$ cat src/rtl/gd_controller_nd.sv
// gd_controller_nd: N-dimensional gradient-descent sequencer.
// Drives a point vector to an external function/gradient evaluator over a
// valid/ready request and a result strobe. Tracks the best value and its
// point, and stops on iteration limit, convergence patience or abort.
// Optional feature macro: ADAPTIVE_STEP_EN. When it is defined, the step
// shift grows and the point reverts to the best point whenever the value
// increases.
module gd_controller_nd #(
    parameter int unsigned NUM_DIMS = 4,
    parameter int unsigned COORD_W  = 16,
    parameter int unsigned VAL_W    = 32,
    parameter int unsigned MAX_ITER = 50,
    parameter logic [31:0] CONV_TOL = 32'h0000_0010,
    parameter int unsigned PATIENCE = 2,
    parameter int unsigned LR_SHIFT = 3
) (
    input  logic                            clk,
    input  logic                            rst,
    input  logic                            start,
    input  logic                            abort,
    input  logic [NUM_DIMS*COORD_W-1:0]     init_vec,
    output logic                            eval_valid,
    input  logic                            eval_ready,
    output logic [NUM_DIMS*COORD_W-1:0]     eval_point,
    input  logic                            res_valid,
    input  logic [VAL_W-1:0]                res_value,
    input  logic [NUM_DIMS*COORD_W-1:0]     res_grad,
    output logic                            busy,
    output logic                            done,
    output logic [1:0]                      status,
    output logic [VAL_W-1:0]                z_min,
    output logic [NUM_DIMS*COORD_W-1:0]     point_min,
    output logic [$clog2(MAX_ITER+1)-1:0]   iter_count
);

    localparam int unsigned IW = $clog2(MAX_ITER + 1);
    localparam int unsigned CW = (PATIENCE > 0) ? $clog2(PATIENCE + 1) : 1;
    localparam int unsigned SW = (COORD_W > 1) ? $clog2(COORD_W) : 1;
    localparam int unsigned PW = NUM_DIMS * COORD_W;
    localparam int unsigned TW = (VAL_W + 1 > 32) ? VAL_W + 1 : 32;

    localparam logic [VAL_W-1:0]   L_VMAX = {1'b0, {(VAL_W-1){1'b1}}};
    localparam logic [COORD_W-1:0] L_CMAX = {1'b0, {(COORD_W-1){1'b1}}};
    localparam logic [COORD_W-1:0] L_CMIN = {1'b1, {(COORD_W-1){1'b0}}};

    localparam logic [1:0] ST_ITER  = 2'b00;
    localparam logic [1:0] ST_CONV  = 2'b01;
    localparam logic [1:0] ST_ABORT = 2'b10;

    typedef enum logic [2:0] {
        S_IDLE,
        S_LOAD,
        S_REQ,
        S_WAIT,
        S_UPDATE,
        S_DONE
    } state_t;

    state_t            r_state;
    state_t            w_state_nxt;

    logic [PW-1:0]     r_cur_point;
    logic [PW-1:0]     r_point_min;
    logic [PW-1:0]     r_grad;
    logic [VAL_W-1:0]  r_value;
    logic [VAL_W-1:0]  r_zmin;
    logic [VAL_W-1:0]  r_zprev;
    logic              r_zprev_valid;
    logic [IW-1:0]     r_iter;
    logic [CW-1:0]     r_conv_cnt;
    logic              r_busy;
    logic [1:0]        r_status;

    logic [SW-1:0]     w_shift;
    logic              w_worse;
    logic              w_better;
    logic [VAL_W:0]    w_diff;
    logic [VAL_W:0]    w_abs;
    logic [TW-1:0]     w_abs_x;
    logic [TW-1:0]     w_tol_x;
    logic              w_in_win;
    logic [CW-1:0]     w_conv_nxt;
    logic              w_converged;
    logic              w_iter_hit;
    logic              w_to_done;
    logic [1:0]        w_status_nxt;
    logic [PW-1:0]     w_next_point;

`ifdef ADAPTIVE_STEP_EN
    logic [SW-1:0]     r_shift;

    assign w_shift = r_shift;
    assign w_worse = r_zprev_valid && ($signed(r_value) > $signed(r_zprev));
`else
    assign w_shift = SW'(LR_SHIFT);
    assign w_worse = 1'b0;
`endif

    assign w_better = $signed(r_value) < $signed(r_zmin);

    // Distance to the previous value, widened by one bit so it never wraps
    assign w_diff  = {r_value[VAL_W-1], r_value} - {r_zprev[VAL_W-1], r_zprev};
    assign w_abs   = w_diff[VAL_W] ? (~w_diff + 1'b1) : w_diff;
    assign w_abs_x = TW'(w_abs);
    assign w_tol_x = TW'(CONV_TOL);
    assign w_in_win = r_zprev_valid && (w_abs_x < w_tol_x);

    assign w_conv_nxt  = (w_in_win && !w_worse) ? (r_conv_cnt + 1'b1) : '0;
    assign w_converged = (w_conv_nxt == CW'(PATIENCE));
    assign w_iter_hit  = (r_iter == IW'(MAX_ITER));

    // Per-coordinate step with saturation on the widened difference
    for (genvar k = 0; k < NUM_DIMS; k++) begin : g_step
        logic signed [COORD_W-1:0] w_c;
        logic signed [COORD_W-1:0] w_g;
        logic signed [COORD_W-1:0] w_s;
        logic        [COORD_W:0]   w_d;

        assign w_c = r_cur_point[k*COORD_W +: COORD_W];
        assign w_g = r_grad[k*COORD_W +: COORD_W];
        assign w_s = w_g >>> w_shift;
        assign w_d = {w_c[COORD_W-1], w_c} - {w_s[COORD_W-1], w_s};
        assign w_next_point[k*COORD_W +: COORD_W] =
            (w_d[COORD_W] != w_d[COORD_W-1]) ? (w_d[COORD_W] ? L_CMIN : L_CMAX)
                                             : w_d[COORD_W-1:0];
    end

    // State register
    always_ff @(posedge clk) begin
        if (rst) begin
            r_state <= S_IDLE;
        end else begin
            r_state <= w_state_nxt;
        end
    end

    // Next-state decode, request strobe and stop classification
    always_comb begin
        w_state_nxt  = r_state;
        eval_valid   = 1'b0;
        w_status_nxt = ST_ITER;
        case (r_state)
            S_IDLE: begin
                if (start) begin
                    w_state_nxt = S_LOAD;
                end
            end
            S_LOAD: begin
                w_state_nxt = abort ? S_DONE : S_REQ;
            end
            S_REQ: begin
                eval_valid = 1'b1;
                if (abort) begin
                    w_state_nxt = S_DONE;
                end else if (eval_ready) begin
                    w_state_nxt = S_WAIT;
                end
            end
            S_WAIT: begin
                if (abort) begin
                    w_state_nxt = S_DONE;
                end else if (res_valid) begin
                    w_state_nxt = S_UPDATE;
                end
            end
            S_UPDATE: begin
                if (abort || w_converged || w_iter_hit) begin
                    w_state_nxt = S_DONE;
                end else begin
                    w_state_nxt = S_REQ;
                end
            end
            S_DONE: begin
                if (!start) begin
                    w_state_nxt = S_IDLE;
                end
            end
            default: begin
                w_state_nxt = S_IDLE;
            end
        endcase
        if (abort) begin
            w_status_nxt = ST_ABORT;
        end else if (w_converged) begin
            w_status_nxt = ST_CONV;
        end
        w_to_done = (w_state_nxt == S_DONE) && (r_state != S_DONE);
    end

    // Datapath: point, best-so-far, convergence and iteration bookkeeping
    always_ff @(posedge clk) begin
        if (rst) begin
            r_cur_point   <= '0;
            r_point_min   <= '0;
            r_grad        <= '0;
            r_value       <= '0;
            r_zmin        <= L_VMAX;
            r_zprev       <= '0;
            r_zprev_valid <= 1'b0;
            r_iter        <= '0;
            r_conv_cnt    <= '0;
            r_busy        <= 1'b0;
            r_status      <= ST_ITER;
`ifdef ADAPTIVE_STEP_EN
            r_shift       <= SW'(LR_SHIFT);
`endif
        end else begin
            case (r_state)
                S_LOAD: begin
                    r_cur_point   <= init_vec;
                    r_point_min   <= init_vec;
                    r_zmin        <= L_VMAX;
                    r_zprev_valid <= 1'b0;
                    r_iter        <= '0;
                    r_conv_cnt    <= '0;
                    r_busy        <= 1'b1;
                    r_status      <= ST_ITER;
`ifdef ADAPTIVE_STEP_EN
                    r_shift       <= SW'(LR_SHIFT);
`endif
                end
                S_WAIT: begin
                    if (!abort && res_valid) begin
                        r_value <= res_value;
                        r_grad  <= res_grad;
                        r_iter  <= r_iter + 1'b1;
                    end
                end
                S_UPDATE: begin
                    if (!abort) begin
                        if (w_better) begin
                            r_zmin      <= r_value;
                            r_point_min <= r_cur_point;
                        end
                        r_conv_cnt <= w_conv_nxt;
                        if (!w_converged && !w_iter_hit) begin
                            if (w_worse) begin
                                // A worse value restarts from the best point with a smaller step
                                r_cur_point <= r_point_min;
`ifdef ADAPTIVE_STEP_EN
                                if (r_shift < SW'(COORD_W - 1)) begin
                                    r_shift <= r_shift + 1'b1;
                                end
`endif
                            end else begin
                                r_cur_point   <= w_next_point;
                                r_zprev       <= r_value;
                                r_zprev_valid <= 1'b1;
                            end
                        end
                    end
                end
                default: begin
                end
            endcase
            if (w_to_done) begin
                r_busy   <= 1'b0;
                r_status <= w_status_nxt;
            end
        end
    end

    assign eval_point = r_cur_point;
    assign busy       = r_busy;
    assign done       = (r_state == S_DONE);
    assign status     = r_status;
    assign z_min      = r_zmin;
    assign point_min  = r_point_min;
    assign iter_count = r_iter;

endmodule

$ cat config.mk
export PLATFORM = sky130hd
export DESIGN_NAME = gd_controller_nd
export DESIGN_NICKNAME = d
export VERILOG_FILES = /design/src/rtl/gd_controller_nd.sv
export SDC_FILE = /design/constraint.sdc
export NUM_CORES = 1
export LEC_CHECK = 0
export BUFFER_PORTS_ARGS = -buffer_cell sky130_fd_sc_hd__buf_2
export CELL_PAD_IN_SITES_DETAIL_PLACEMENT = 1
export CELL_PAD_IN_SITES_GLOBAL_PLACEMENT = 1
export CORE_ASPECT_RATIO = 1.5
export CORE_UTILIZATION = 45
export DETAILED_ROUTE_END_ITERATION = 16
export PLACE_DENSITY_LB_ADDON = 0.1
export REMOVE_ABC_BUFFERS = 1
export SYNTH_ARGS = -nofsm -noshare
export SYNTH_HDL_FRONTEND = slang
export SYNTH_SLANG_ARGS = --single-unit
$ cat constraint.sdc
create_clock -name clk -period 6.7 [get_ports clk]
set_input_delay 0.67 -clock clk [delete_from_list [all_inputs] [get_ports clk]]
set_output_delay 0.67 -clock clk [all_outputs]
set_load 0.01 [all_outputs]
Word-level counts from Yosys, hierarchy flattened
Cells that the tools add are included.
{"block": "totals", "elab_cells": 101, "output_inout_bits": 171, "reg_bits": 303, "inputBits": 166}
{"block": "classes", "n_reduce_logical": 20, "n_addsub": 8, "n_bitwise": 2, "mux": 40, "magnitude_cmp": 2, "n_eq_ne": 17}
{"operator": "64-bit two-way mux", "n": 4}
{"operator": "64-bit case mux with 2 select lines", "n": 2}
{"operator": "16-bit two-way mux", "n": 8}
{"operator": "16-bit by 13-bit subtractor with 17-bit output", "n": 4}
{"operator": "32-bit two-way mux", "n": 2}
{"operator": "32-bit case mux with 2 select lines", "n": 1}
{"operator": "33-bit by 1-bit adder with 33-bit output (second input constant)", "n": 1}
{"operator": "33-bit by 5-bit less-than comparator with 1-bit output (second input constant)", "n": 1}
{"operator": "33-bit two-way mux", "n": 1}
{"operator": "33-bit inverter", "n": 1}
{"operator": "32-bit by 32-bit subtractor with 33-bit output", "n": 1}
{"operator": "32-bit less-than comparator", "n": 1}
{"operator": "3-bit two-way mux", "n": 8}
{"operator": "3-bit case mux with 6 select lines", "n": 1}
{"operator": "6-bit case mux with 2 select lines", "n": 1}
{"operator": "2-bit two-way mux", "n": 5}
{"operator": "3-bit equality test (second input constant)", "n": 3}
{"operator": "3-bit AND reduction", "n": 3}
{"operator": "2-bit != test (second input constant)", "n": 4}
{"operator": "6-bit by 1-bit adder with 6-bit output (second input constant)", "n": 1}
{"operator": "3-bit by 2-bit equality test with 1-bit output (second input constant)", "n": 2}
{"operator": "6-bit equality test (second input constant)", "n": 1}
{"operator": "6-bit two-way mux", "n": 1}
{"operator": "2-bit AND reduction", "n": 3}
{"operator": "other kinds (15)", "n": 29}

Logic depth before layout (Yosys ltp)
Gate-level depths: netlist (run 1).
{"block": "depth", "ltp_word": 15, "depth_mapped": 22, "mapped_depth_nobuf": 20}

Worst setup path before layout (run 1)
No wires, ideal clock.
{"block": "synth_timing", "kind": "reg-to-reg", "startpoint": "reg r_cur_point[16] (netlist: eval_point[16])", "endpoint": "reg r_cur_point[16] (netlist: eval_point[16])", "required_time_ps": 6630, "setup_ps": 70, "n_path_buf": 2, "arrival_time_ps": 4495, "path_slack_ps": 2134, "synth_period_minus_slack_ps": 4566, "stages_incl_launch_ff": 22, "path_cell_list": "dfxtp_1 -> inv_1 -> ha_1 -> fa_1 -> nor2b_1 -> o21ai_0 -> a21boi_0 -> o21ai_0 -> a21boi_0 -> o2111ai_1 -> a31oi_1 -> a31oi_1 -> nand2b_1 -> a31o_2 -> ha_1 -> buf_1 -> inv_1 -> a311oi_1 -> clkbuf_1 -> nor2_1 -> a2bb2oi_1 -> a21oi_1"}
{"block": "synth_via", "elab_chain_cells": 6, "elab_cells_between_ends": 7, "classes_between": "add/sub: 1; eq/ne: 1; mux: 5"}
{"item": "start: declaration", "line": "62", "source": "logic [PW-1:0] r_cur_point;"}
{"item": "start signal: assignment", "line": "210", "source": "r_cur_point <= init_vec;"}
{"item": "start signal: assignment", "line": "239", "source": "r_cur_point <= r_point_min;"}
{"item": "start signal: assignment", "line": "246", "source": "r_cur_point <= w_next_point;"}
{"item": "16-bit by 13-bit subtractor with 17-bit output (*)", "line": "122", "source": "assign w_d = {w_c[COORD_W-1], w_c} - {w_s[COORD_W-1], w_s};"}
{"item": "16-bit two-way mux / 1-bit != test (equally long branches)", "line": "124", "source": "(w_d[COORD_W] != w_d[COORD_W-1]) ? (w_d[COORD_W] ? L_CMIN : L_CMAX)"}
{"item": "16-bit two-way mux (*)", "line": "124"}
{"item": "64-bit two-way mux (*)", "line": "236", "source": "if (!w_converged && !w_iter_hit) begin"}
{"item": "64-bit two-way mux (*)", "line": "230", "source": "if (!abort) begin"}
{"item": "64-bit case mux with 2 select lines (*)", "line": "208", "source": "case (r_state)"}
Mark *: on every way between the ends. The rest lies on a longest branch, timed or not. The select of a mux whose other input is x is not followed.
A chain may end at the register's enable or synchronous reset.

Worst setup path after layout (run 1)
{"block": "layout_timing", "startpoint": "reg r_value[0]", "endpoint": "reg r_cur_point[42] (netlist: eval_point[42])"}
{"block": "layout_via", "elab_chain_cells": 12}
{"item": "start: declaration", "line": "65", "source": "logic [VAL_W-1:0] r_value;"}
{"item": "start signal: assignment", "line": "224", "source": "r_value <= res_value;"}
{"item": "32-bit by 32-bit subtractor with 33-bit output (*)", "line": "102", "source": "assign w_diff = {r_value[VAL_W-1], r_value} - {r_zprev[VAL_W-1], r_zprev};"}
{"item": "33-bit inverter", "line": "103", "source": "assign w_abs = w_diff[VAL_W] ? (~w_diff + 1'b1) : w_diff;"}
{"item": "33-bit by 1-bit adder with 33-bit output", "line": "103"}
{"item": "33-bit two-way mux (*)", "line": "103"}
{"item": "33-bit by 5-bit less-than comparator with 1-bit output (*)", "line": "106", "source": "assign w_in_win = r_zprev_valid && (w_abs_x < w_tol_x);"}
{"item": "1-bit logical AND (*)", "line": "106"}
{"item": "2-bit two-way mux (*)", "line": "108", "source": "assign w_conv_nxt = (w_in_win && !w_worse) ? (r_conv_cnt + 1'b1) : '0;"}
{"item": "2-bit equality test (*)", "line": "109", "source": "assign w_converged = (w_conv_nxt == CW'(PATIENCE));"}
{"item": "1-bit logical NOT (*)", "line": "236"}
{"item": "1-bit logical AND (*)", "line": "236"}
{"item": "2-bit != test (no source line) (*)"}
{"item": "3-bit AND reduction (no source line) (*)"}
Mark *: on every way between the ends. The rest lies on a longest branch, timed or not.

==> results.cfg, run 1 <==
[sta]
fin_setup_tns_ns = 0
rsz0062_at_grt = no
fin_crit_sh_pct = 87.8
worstMarginPinSlew_ns = 1.20
clock_skew_ns = 0.0242
setup_ws_ns = 0.818
hold_viol = 0
fmax_ghz = 0.170
period_minus_slack_ns = 5.88
slew_violations = 0
slew_headroom_pct = 20.2
setup_viol = 0

[run_status]
run_status = finished, final reports clean

[power]
p_per_area_nw_per_um2 = 302
sw_frac_of_total_pct = 39.0
pwr-share-seq_pct = 30.1
p_comb_share_pct = 40.6
p_switching_mw = 2.60
ir_drop_v = 0.000231
intPower_mw = 4.06
p_leak_nw = 9.90
clock_power_share_pct = 29.2

[logic_synthesis]
synth.distinct_cells = 86
synth_flop_cell = dfxtp_1
yosys.area_share.simple_pct = 23.7
synthAdderAreaFrac_pct = 9.42
synth_top_family_by_area = compound AO/OA/AOI/OAI gates
synth_xor_xnor_area_share_pct = 2.44
syn_inst = 2517
ys_ff_latch = 291
async_flop_share_pct = 0
syn_avg_cell_area_sq_um = 7.54
synth_area_sq_um = 19000
synth_compound_area_share_pct = 24.9
synth_mux_area_share_pct = 2.41
yosysSeqAreaShare_pct = 30.7
ys_warn_count = 0
synth_edf_count = 0

[hold_path]
hold_path.class = in -> reg
whs_path_depth = 3
hold_path_end = r_grad[14]$_SDFFE_PP0P_
min-delay-start = res_grad[14]

[final_layout]
area_growth_pct = 16.3
layout-drive-gt1-share_pct = 15.8
layout.nets = 3045
fillCellCount = 5269

[global_route]
grt_max_degree = 145
grt-ovfl-total = 0
track_usage_pct = 30.7
antenna_found_initial = 15
grt_pass1_wl_um = 106000
grt_pass1_vias = 20601

[floorplan]
die_h_um = 254
die_area_sq_um = 43000
start_util_pct = 45.9
die_w_um = 170
num_rows = 91
core_sq_um = 41300
io_pins = 337

[cts]
cts.sinks = 291
cts_tree = built
root_buffer = clkbuf_16
postCtsHoldBufs = 0
insertion_delay_ns = 0.54
cts-htree-levels = 2
numCtsBuffers = 34
cts_resized = 0
cts_setup_buffers = 0
cts.path.max_buffers = 3
path_clk_slew_ns = 0.07

[drt]
drc_errors = 0
wl_um = 66600
antenna_left = 0
wl_met3_um = 2480
highest_layer = met5
drtIter0Drc = 769
dr_total_vias = 19496
wl_met1_um = 25900
vias_per_cell = 5.85
avgRoutedWirePerCell_um = 20.0
drt_pass1_iterations = 6
route.met2.wl_um = 34700

[setup_path]
critPathKind = reg -> reg
critPathMaxFanout = 18
required_ns = 7.06
endpoint_kind = flip-flop
r2r_setup_slack_ns = 0.82
crit_arrival_ns = 6.24
cp-start-kind = flip-flop
r2r_end = eval_point[42]$_SDFFE_PP0P_
r2r-start = r_value[0]$_SDFFE_PP0P_
rr_worst_depth = 17

[placement]
port_buffers = 324
dpl_worst_slack_ns = 0.831
place_congestion = 0.877
dp_hpwl_um = 47100

[run]
cap_violations = 0
worst max path at each step:
stage                       startpoint                     endpoint
2_1_floorplan  r_value[0]$_SDFFE_PP0P_  eval_point[19]$_SDFFE_PP0P_
3_3_place_gp   r_value[0]$_SDFFE_PP0P_  eval_point[42]$_SDFFE_PP0P_
3_5_place_dp   r_value[0]$_SDFFE_PP0P_  eval_point[36]$_SDFFE_PP0P_
4_1_cts        r_value[0]$_SDFFE_PP0P_  eval_point[42]$_SDFFE_PP0P_
5_1_grt        r_value[0]$_SDFFE_PP0P_  eval_point[36]$_SDFFE_PP0P_
6_report       r_value[0]$_SDFFE_PP0P_  eval_point[42]$_SDFFE_PP0P_
per-stage QoR:
step	utilization [%]	instance area, sq um	hold slack (ns)	cells	total power, mW
final	53.4	22100	0.368	3330	6.66
after global routing	53.4	22100	0.360	3328	7.07
after CTS	53.3	22000	0.357	3319	6.68
after detailed placement	50.6	20900	0.448	3261	4.71
after global placement	50.6	20900	0.442	3261	4.60
after floorplan	-	18300	0.430	2361	3.86
layout by cell type (no fill, tap or decap), types with 7 or more instances in the layout:
master and n:
and3_1 17, and2_1 16, nor3b_1 32, o21ai_1 11
clkbuf_16 35, nor2b_1 26, o41ai_1 7, nand4_1 21
o21ai_0 96, a31oi_1 16, dfxtp_1 291, a211oi_1 28
or3_1 13, buf_4 14, a311oi_1 71, nand3_1 85
buf_2 323, or2_2 10, xnor2_1 32, a21o_1 41
o211ai_1 17, o21bai_1 37, nor2_1 231, nand3b_1 7
diode_2 11, nand2b_1 23, o21a_1 15, inv_1 153
mux2i_1 39, ha_1 135, a21boi_0 10, o31ai_1 7
nand2_1 403, a32oi_1 24, xor2_1 21, nor3_1 49
a2bb2oi_1 18, a21oi_1 225, nor4_1 12
flip-flops by register name (all words and copies together) (netlist names):
signal	flops
z_min	32
r_zprev_valid	1
busy	1
eval_point	64
iter_count	6
r_conv_cnt	2
point_min	64
r_state	3
r_grad	52
status	2
r_value	32
r_zprev	32
cells in the mapped netlist, drive strengths merged (6+ instances only):
cell	instances	area, sq um
nand2	405	1520
dfxtp	291	5830
nor2	234	883
a21oi	227	1150
inv	153	574
ha	135	1690
clkbuf	127	477
o21ai	109	549
nand3	85	425
a311oi	72	631
nor3	50	250
a21o	42	315
mux2i	39	390
o21bai	37	278
nor3b	32	240
xnor2	32	280
a211oi	29	230
buf	29	163
nor2b	26	163
a32oi	24	210
nand2b	23	144
nand4	22	153
xor2	21	184
a2bb2oi	18	158
a31oi	17	113
and2	17	106
and3	17	106
o211ai	17	128
o21a	15	113
or3	15	98.8
nor4	14	109
or2	12	75.1
a21boi	10	75.1
a2111oi	8	108
nand3b	7	52.6
o31ai	7	52.6
o41ai	7	61.3
mux2	6	67.6
o31a	6	52.6
layer usage:
layer	vias to the layer above	global-route usage, %
li1	9384	-
met1	9550	32.7
met2	392	57.5
met3	160	4.59
met4	10	16.8
met5	-	0
power groups by stage:
stage | Sequential, mW | Clock, mW | Combinational (mW)
2_1_floorplan | 2.07 | 0 | 1.79
3_5_place_dp | 2.04 | 0 | 2.67
4_1_cts | 2.01 | 1.98 | 2.70
5_1_grt | 2.02 | 2.06 | 2.99
6_report | 2.01 | 1.95 | 2.71
3_3_place_gp | 2.04 | 0 | 2.57
worst max-delay path, cell delays in order, from the launching register on:
cell and delay, ns:
dfxtp_1 0.37, inv_1 0.07, ha_1 0.22, fa_1 0.41
nand2b_1 0.21, a211oi_4 0.44, o21ai_1 0.35, xor2_1 0.44
nand4_1 0.15, nor4_1 0.49, and4_1 0.33, a31oi_1 0.12
nor4_1 0.52, nand4b_1 0.31, o21ai_4 0.60, buf_4 0.37
a2bb2oi_1 0.20, a21oi_1 0.10
area by class of cell:
cell class                 count  area [sq um]  share of cell area [%]
sequential                   291          5830                    26.4
multi-input combinational   1917         12000                    54.4
clock inverter                14           194                   0.878
clock buffer                  44           940                    4.26
antenna                       11          27.5                   0.125
timing repair buffer         342          1820                    8.23
inverter                     153           574                    2.60
tap                          558           698                    3.16
cells by family after synthesis:
logic type                 Yosys count
AOI/OAI and AO/OA                  700
DFF                                291
and+or+nand+nor                    979
xor gates and xnor gates            53
adders and majority gates          140
buffers and inverters              309
muxes                               45
No activity file was read; power rests on OpenSTA's default activity.
==> inputs of run 2 (changes only) <==
--- a/config.mk
+++ b/config.mk
@@ -9,9 +9,10 @@
 export CELL_PAD_IN_SITES_DETAIL_PLACEMENT = 1
 export CELL_PAD_IN_SITES_GLOBAL_PLACEMENT = 1
 export CORE_ASPECT_RATIO = 1.5
+export CORE_MARGIN = 3
 export CORE_UTILIZATION = 45
 export DETAILED_ROUTE_END_ITERATION = 16
-export PLACE_DENSITY_LB_ADDON = 0.1
+export PLACE_DENSITY = 0.84
 export REMOVE_ABC_BUFFERS = 1
 export SYNTH_ARGS = -nofsm -noshare
 export SYNTH_HDL_FRONTEND = slang
==> run 2 against run 1 <==
Hold slack worse by 0.047 ns. Clock-buffer cell count down 7. Utilization down 0.31 points. Critical endpoint is now r_zprev[9]$_SDFFE_PP0P_. Clock power down 4%. Largest cell class unchanged. Critical path depth unchanged. Largest power group unchanged.
==> results.cfg, run 2 (synthesized netlist as in run 1, its figures left out) <==
[run_status]
run_status = finished, final reports clean

[final_layout]
final_cell_area_sq_um = 22000
area_growth_pct = 15.9
mostFrequentLayoutCells = nand2_1, buf_2, dfxtp_1
post-route-util_pct = 53.1
layout-drive-gt1-share_pct = 15.8
fillCellCount = 5257
layout.nets = 3038
final_common_cell = nand2_1
fin_cells = 3328

[sta]
fin_crit_sh_pct = 87.6
fin_setup_tns_ns = 0
clock_skew_ns = 0.0155
period_minus_slack_ns = 5.87
slew_headroom_pct = 17.9
fmax_ghz = 0.170
hold_viol = 0
slew_violations = 0
worstMarginPinSlew_ns = 1.23
setup_viol = 0
rsz0062_at_grt = no

[setup_path]
cp-start-kind = flip-flop
critPathLaunch = r_value[0]$_SDFFE_PP0P_
r2r_setup_slack_ns = 0.83
required_ns = 7.14
r2r_end = r_zprev[9]$_SDFFE_PP0P_
r2r-start = r_value[0]$_SDFFE_PP0P_
rr_worst_depth = 17
critPathKind = reg -> reg
critPathMaxFanout = 39
crit_arrival_ns = 6.31
cp-endpoint = r_zprev[9]$_SDFFE_PP0P_
endpoint_kind = flip-flop

[global_route]
track_usage_pct = 28.9
grt_pass1_wl_um = 108000
antenna_found_initial = 20
grt_max_degree = 156
grt-ovfl-total = 0
grt_pass1_vias = 21037

[cts]
cts_resized = 0
cts_setup_buffers = 0
cts.sinks = 291
cts.path.max_buffers = 3
cts-htree-levels = 1
postCtsHoldBufs = 0
path_clk_slew_ns = 0.07
cts_tree = built
numCtsBuffers = 30
insertion_delay_ns = 0.58
root_buffer = clkbuf_16

[placement]
dpl_cell_area_sq_um = 20900
dp_hpwl_um = 47900
port_buffers = 324
place_congestion = 0.891
placedCellCount = 3258

[hold_path]
hold_path.class = in -> reg

[power]
p_leak_nw = 9.87
p_per_area_nw_per_um2 = 300
ir_drop_v = 0.000230
total_power_mw = 6.60

[floorplan]
io_pins = 337
num_rows = 91
die_h_um = 258
die_area_sq_um = 44700
die_w_um = 174
core_sq_um = 41400
start_util_pct = 45.8

[drt]
dr_total_vias = 19679
antenna_left = 0
drc_errors = 0
wl_um = 67800
drtIter0Drc = 785
avgRoutedWirePerCell_um = 20.4
vias_per_cell = 5.91
drt_pass1_iterations = 5

[run]
cap_violations = 0
## run 2: cell types whose count changed in the layout (fill, tap and decap cells not counted), sizes merged
| cell | change |
|---|---|
| clkinv | +3 |
| inv | -2 |
| buf | -3 |
| bufinv | +2 |
| clkbuf | -7 |
| diode | +5 |
## run 2: cell type report
type                       instances  area, sq um  area share (%)
sequential                       291         5830            26.5
clock inverter                    17          240            1.09
clock buffer                      37          858            3.90
timing repair buffer             339         1770            8.04
inverter                         153          574            2.61
multi-input combinational       1917        12000            54.5
tap                              558          698            3.17
antenna                           16         40.0           0.182
## run 2: critical path: stages (launching register included)
cell and delay [ns]:
dfxtp_1 0.37, inv_1 0.09, ha_1 0.23, fa_1 0.40, nand2b_1 0.23, a211oi_4 0.50, o21ai_1 0.37, xor2_1 0.46
nand4_1 0.18, nor4_1 0.46, and4_1 0.35, a31oi_1 0.13, nor4_1 0.50, nand4b_1 0.30, o21ai_4 0.26, buf_4 0.51
mux2i_1 0.29, nor2_1 0.06
## run 2: power breakdown
group	leakage [nW]	internal [mW]	switching [mW]
Combinational	6.96	1.05	1.67
Clock	0.546	1.13	0.749
Sequential	2.37	1.87	0.135
## run 2: how the worst min path moves through the flow
stage,slack (ns),from,end,cells after the start
6_report,0.32,res_grad[47],r_grad[47]$_SDFFE_PP0P_,3
5_1_grt,0.31,res_grad[63],r_grad[63]$_SDFFE_PP0P_,3
4_1_cts,0.30,res_value[14],r_value[14]$_SDFFE_PP0P_,3
3_5_place_dp,0.45,r_grad[24]$_SDFFE_PP0P_,r_grad[24]$_SDFFE_PP0P_,2
3_3_place_gp,0.44,r_grad[56]$_SDFFE_PP0P_,r_grad[56]$_SDFFE_PP0P_,2
2_1_floorplan,0.43,r_grad[10]$_SDFFE_PP0P_,r_grad[10]$_SDFFE_PP0P_,2
## run 2: routing by layer
layer  global-route usage (%)  up-vias  wire [um]
li1                         -     9380          -
met1                     30.5     9688      25600
met2                     56.3      432      36500
met3                     3.96      171       2650
met4                     13.1        8       2940
met5                        0        -         31
## run 2: through the flow
step / hold slack, ns / worst slack [ns]
2_1_floorplan: 0.430 / -2.37
3_3_place_gp: 0.442 / 1.18
3_5_place_dp: 0.451 / 1.02
4_1_cts: 0.295 / 0.923
5_1_grt: 0.306 / 0.479
6_report: 0.321 / 0.829
==> inputs of run 3 (changes only) <==
--- a/config.mk
+++ b/config.mk
@@ -5,12 +5,13 @@
 export SDC_FILE = /design/constraint.sdc
 export NUM_CORES = 1
 export LEC_CHECK = 0
+export ABC_AREA = 1
 export BUFFER_PORTS_ARGS = -buffer_cell sky130_fd_sc_hd__buf_2
 export CELL_PAD_IN_SITES_DETAIL_PLACEMENT = 1
 export CELL_PAD_IN_SITES_GLOBAL_PLACEMENT = 1
 export CORE_ASPECT_RATIO = 1.5
 export CORE_MARGIN = 3
-export CORE_UTILIZATION = 45
+export CORE_UTILIZATION = 43
 export DETAILED_ROUTE_END_ITERATION = 16
 export PLACE_DENSITY = 0.84
 export REMOVE_ABC_BUFFERS = 1
==> run 3 against run 2 <==
Cell count increased by 16%. Synthesized area increased by 0.90%. Design area increased by 0.61%. Wire length increased by 7.5%. Sequential share of layout area decreased by 0.16 points. Largest cell class unchanged. Critical path depth increased by 13. Setup slack improved by 0.23 ns. Register-to-register slack improved by 0.23 ns. Combinational power increased by 67%.
==> results.cfg, run 3 <==
[logic_synthesis]
synth.area.top_cells = dfxtp_1, nand2_1, ha_1
synth_flop_cell = dfxtp_1
ys_ff_latch = 291
synth_top_area_cell = dfxtp_1
yosysMostFrequentCell = nand2_1
synthTopCellsByCount = nand2_1, inv_1, o21ai_0
synth_edf_count = 0
yosysSeqAreaShare_pct = 30.4
synth_area_sq_um = 19200
ys_warn_count = 0
synth.distinct_cells = 47
synth_top_area_share_pct = 30.4
async_flop_share_pct = 0
syn_avg_cell_area_sq_um = 6.38
syn_inst = 3004

[sta]
slew_violations = 0
clock_skew_ns = 0.0223
fin_crit_sh_pct = 84.2
worstMarginPinSlew_ns = 1.20
fin_setup_tns_ns = 0
rsz0062_at_grt = no
setup_ws_ns = 1.06
fmax_ghz = 0.177
period_minus_slack_ns = 5.64
hold_viol = 0
setup_viol = 0
slew_headroom_pct = 20.2

[run_status]
run_status = finished, final reports clean

[floorplan]
die_h_um = 265
die_w_um = 178
core_sq_um = 44000
io_pins = 337
num_rows = 94
die_area_sq_um = 47200
start_util_pct = 43.6

[placement]
place_congestion = 0.911
port_buffers = 324
dpl_worst_slack_ns = 1.17
dp_hpwl_um = 54600

[global_route]
track_usage_pct = 30.0
grt_max_degree = 105
grt_pass1_vias = 22892
grt_pass1_wl_um = 116000
grt-ovfl-total = 0
antenna_found_initial = 17

[cts]
cts-htree-levels = 1
cts.sinks = 291
cts_resized = 0
cts.path.max_buffers = 3
cts_setup_buffers = 0
insertion_delay_ns = 0.59
path_clk_slew_ns = 0.07
numCtsBuffers = 31
postCtsHoldBufs = 0
root_buffer = clkbuf_16
cts_tree = built

[power]
sw_frac_of_total_pct = 48.2
p_switching_mw = 4.08
p_leak_nw = 11.3
total_power_mw = 8.47
pwr-share-seq_pct = 25.0
clock_power_share_pct = 21.2
ir_drop_v = 0.000196
p_per_area_nw_per_um2 = 382
p_comb_share_pct = 53.8
intPower_mw = 4.38

[setup_path]
crit_arrival_ns = 6.07
path_common_cell = nand2_1
critPathKind = reg -> reg
crit_family = simple AND/OR/NAND/NOR gates
required_ns = 7.13
slowest_delay_ns = 0.59
cp.buffers_inverters = 6
cp-start-kind = flip-flop
critPathSlowestCell = inv_2
critPathMaxFanout = 54
endpoint_kind = flip-flop

[drt]
drtIter0Drc = 783
drc_errors = 0
drt_pass1_iterations = 4
vias_per_cell = 5.54
dr_total_vias = 21358
wl_um = 72900
antenna_left = 0
avgRoutedWirePerCell_um = 18.9

[final_layout]
mostFrequentLayoutCells = nand2_1, inv_1, buf_2
layout.nets = 3558
final_common_cell = nand2_1
area_growth_pct = 15.6
layout-drive-gt1-share_pct = 13.2

[run]
cap_violations = 0

[hold_path]
hold_path.class = in -> reg
==> run 3: cell families after synthesis <==
| logic type | synth area share [%] |
|---|---|
| XOR/XNOR | 1.46 |
| AO/OA/AOI/OAI | 20.5 |
| buffers and inverters | 10.1 |
| AND/OR/NAND/NOR | 28.2 |
| flip-flops | 30.4 |
| adder cells (fa/ha/maj) | 9.34 |
==> run 3: cell type report <==
type                            instances  area (sq um)
Inverter                              374          1420
Tap cell                              576           721
Multi-Input combinational cell       2218         11400
Timing Repair Buffer                  336          1710
Antenna cell                            3          7.51
Clock buffer                           44           905
Sequential cell                       291          5830
Fill cell                            6057         21800
Clock inverter                         11           133
==> run 3: per-layer routing <==
layer / vias to the layer above / GRT usage, % / routed length (um)
met2: 467 / 58.6 / 39200
met5: - / 0 / 146
met1: 10345 / 31.5 / 27700
met3: 166 / 5.17 / 3330
li1: 10356 / - / -
met4: 24 / 10.2 / 2500
==> run 3: path summary, 6_finish.rpt <==
| kind | from | endpoint | slack (ns) | cells after the start |
|---|---|---|---|---|
| worst max-delay path | r_value[0]$_SDFFE_PP0P_ | eval_point[19]$_SDFFE_PP0P_ | 1.06 | 30 |
| worst min-delay path | res_grad[3] | r_grad[3]$_SDFFE_PP0P_ | 0.31 | 3 |
| worst max register to register | r_value[0]$_SDFFE_PP0P_ | eval_point[19]$_SDFFE_PP0P_ | 1.06 | 30 |
| worst min register to register | r_grad[7]$_SDFFE_PP0P_ | r_grad[7]$_SDFFE_PP0P_ | 0.46 | 2 |
==> run 3: worst min-delay path, delay by kind of cell <==
| kind | cells | cell delay, ns |
|---|---|---|
| buffers and inverters | 1 | 0.07 |
| AND/OR/NAND/NOR | 2 | 0.11 |
==> run 3: through the flow <==
step / hold WS (ns) / util, % / instance area (sq um) / std cells
final: 0.306 / 50.3 / 22100 / 3853
after CTS: 0.283 / 50.3 / 22100 / 3850
after global routing: 0.297 / 50.3 / 22100 / 3850
after detailed placement: 0.451 / 48.0 / 21100 / 3795
after global placement: 0.443 / 48.0 / 21100 / 3795
after floorplan: 0.435 / - / 18600 / 2883
==> run 3: power by group through the flow <==
stage | Clock (mW) | Sequential (mW) | Combinational, mW
6_report | 1.80 | 2.11 | 4.55
5_1_grt | 1.90 | 2.14 | 5.11
4_1_cts | 1.82 | 2.11 | 4.55
3_5_place_dp | 0 | 2.15 | 4.50
3_3_place_gp | 0 | 2.14 | 4.33
2_1_floorplan | 0 | 2.19 | 2.96
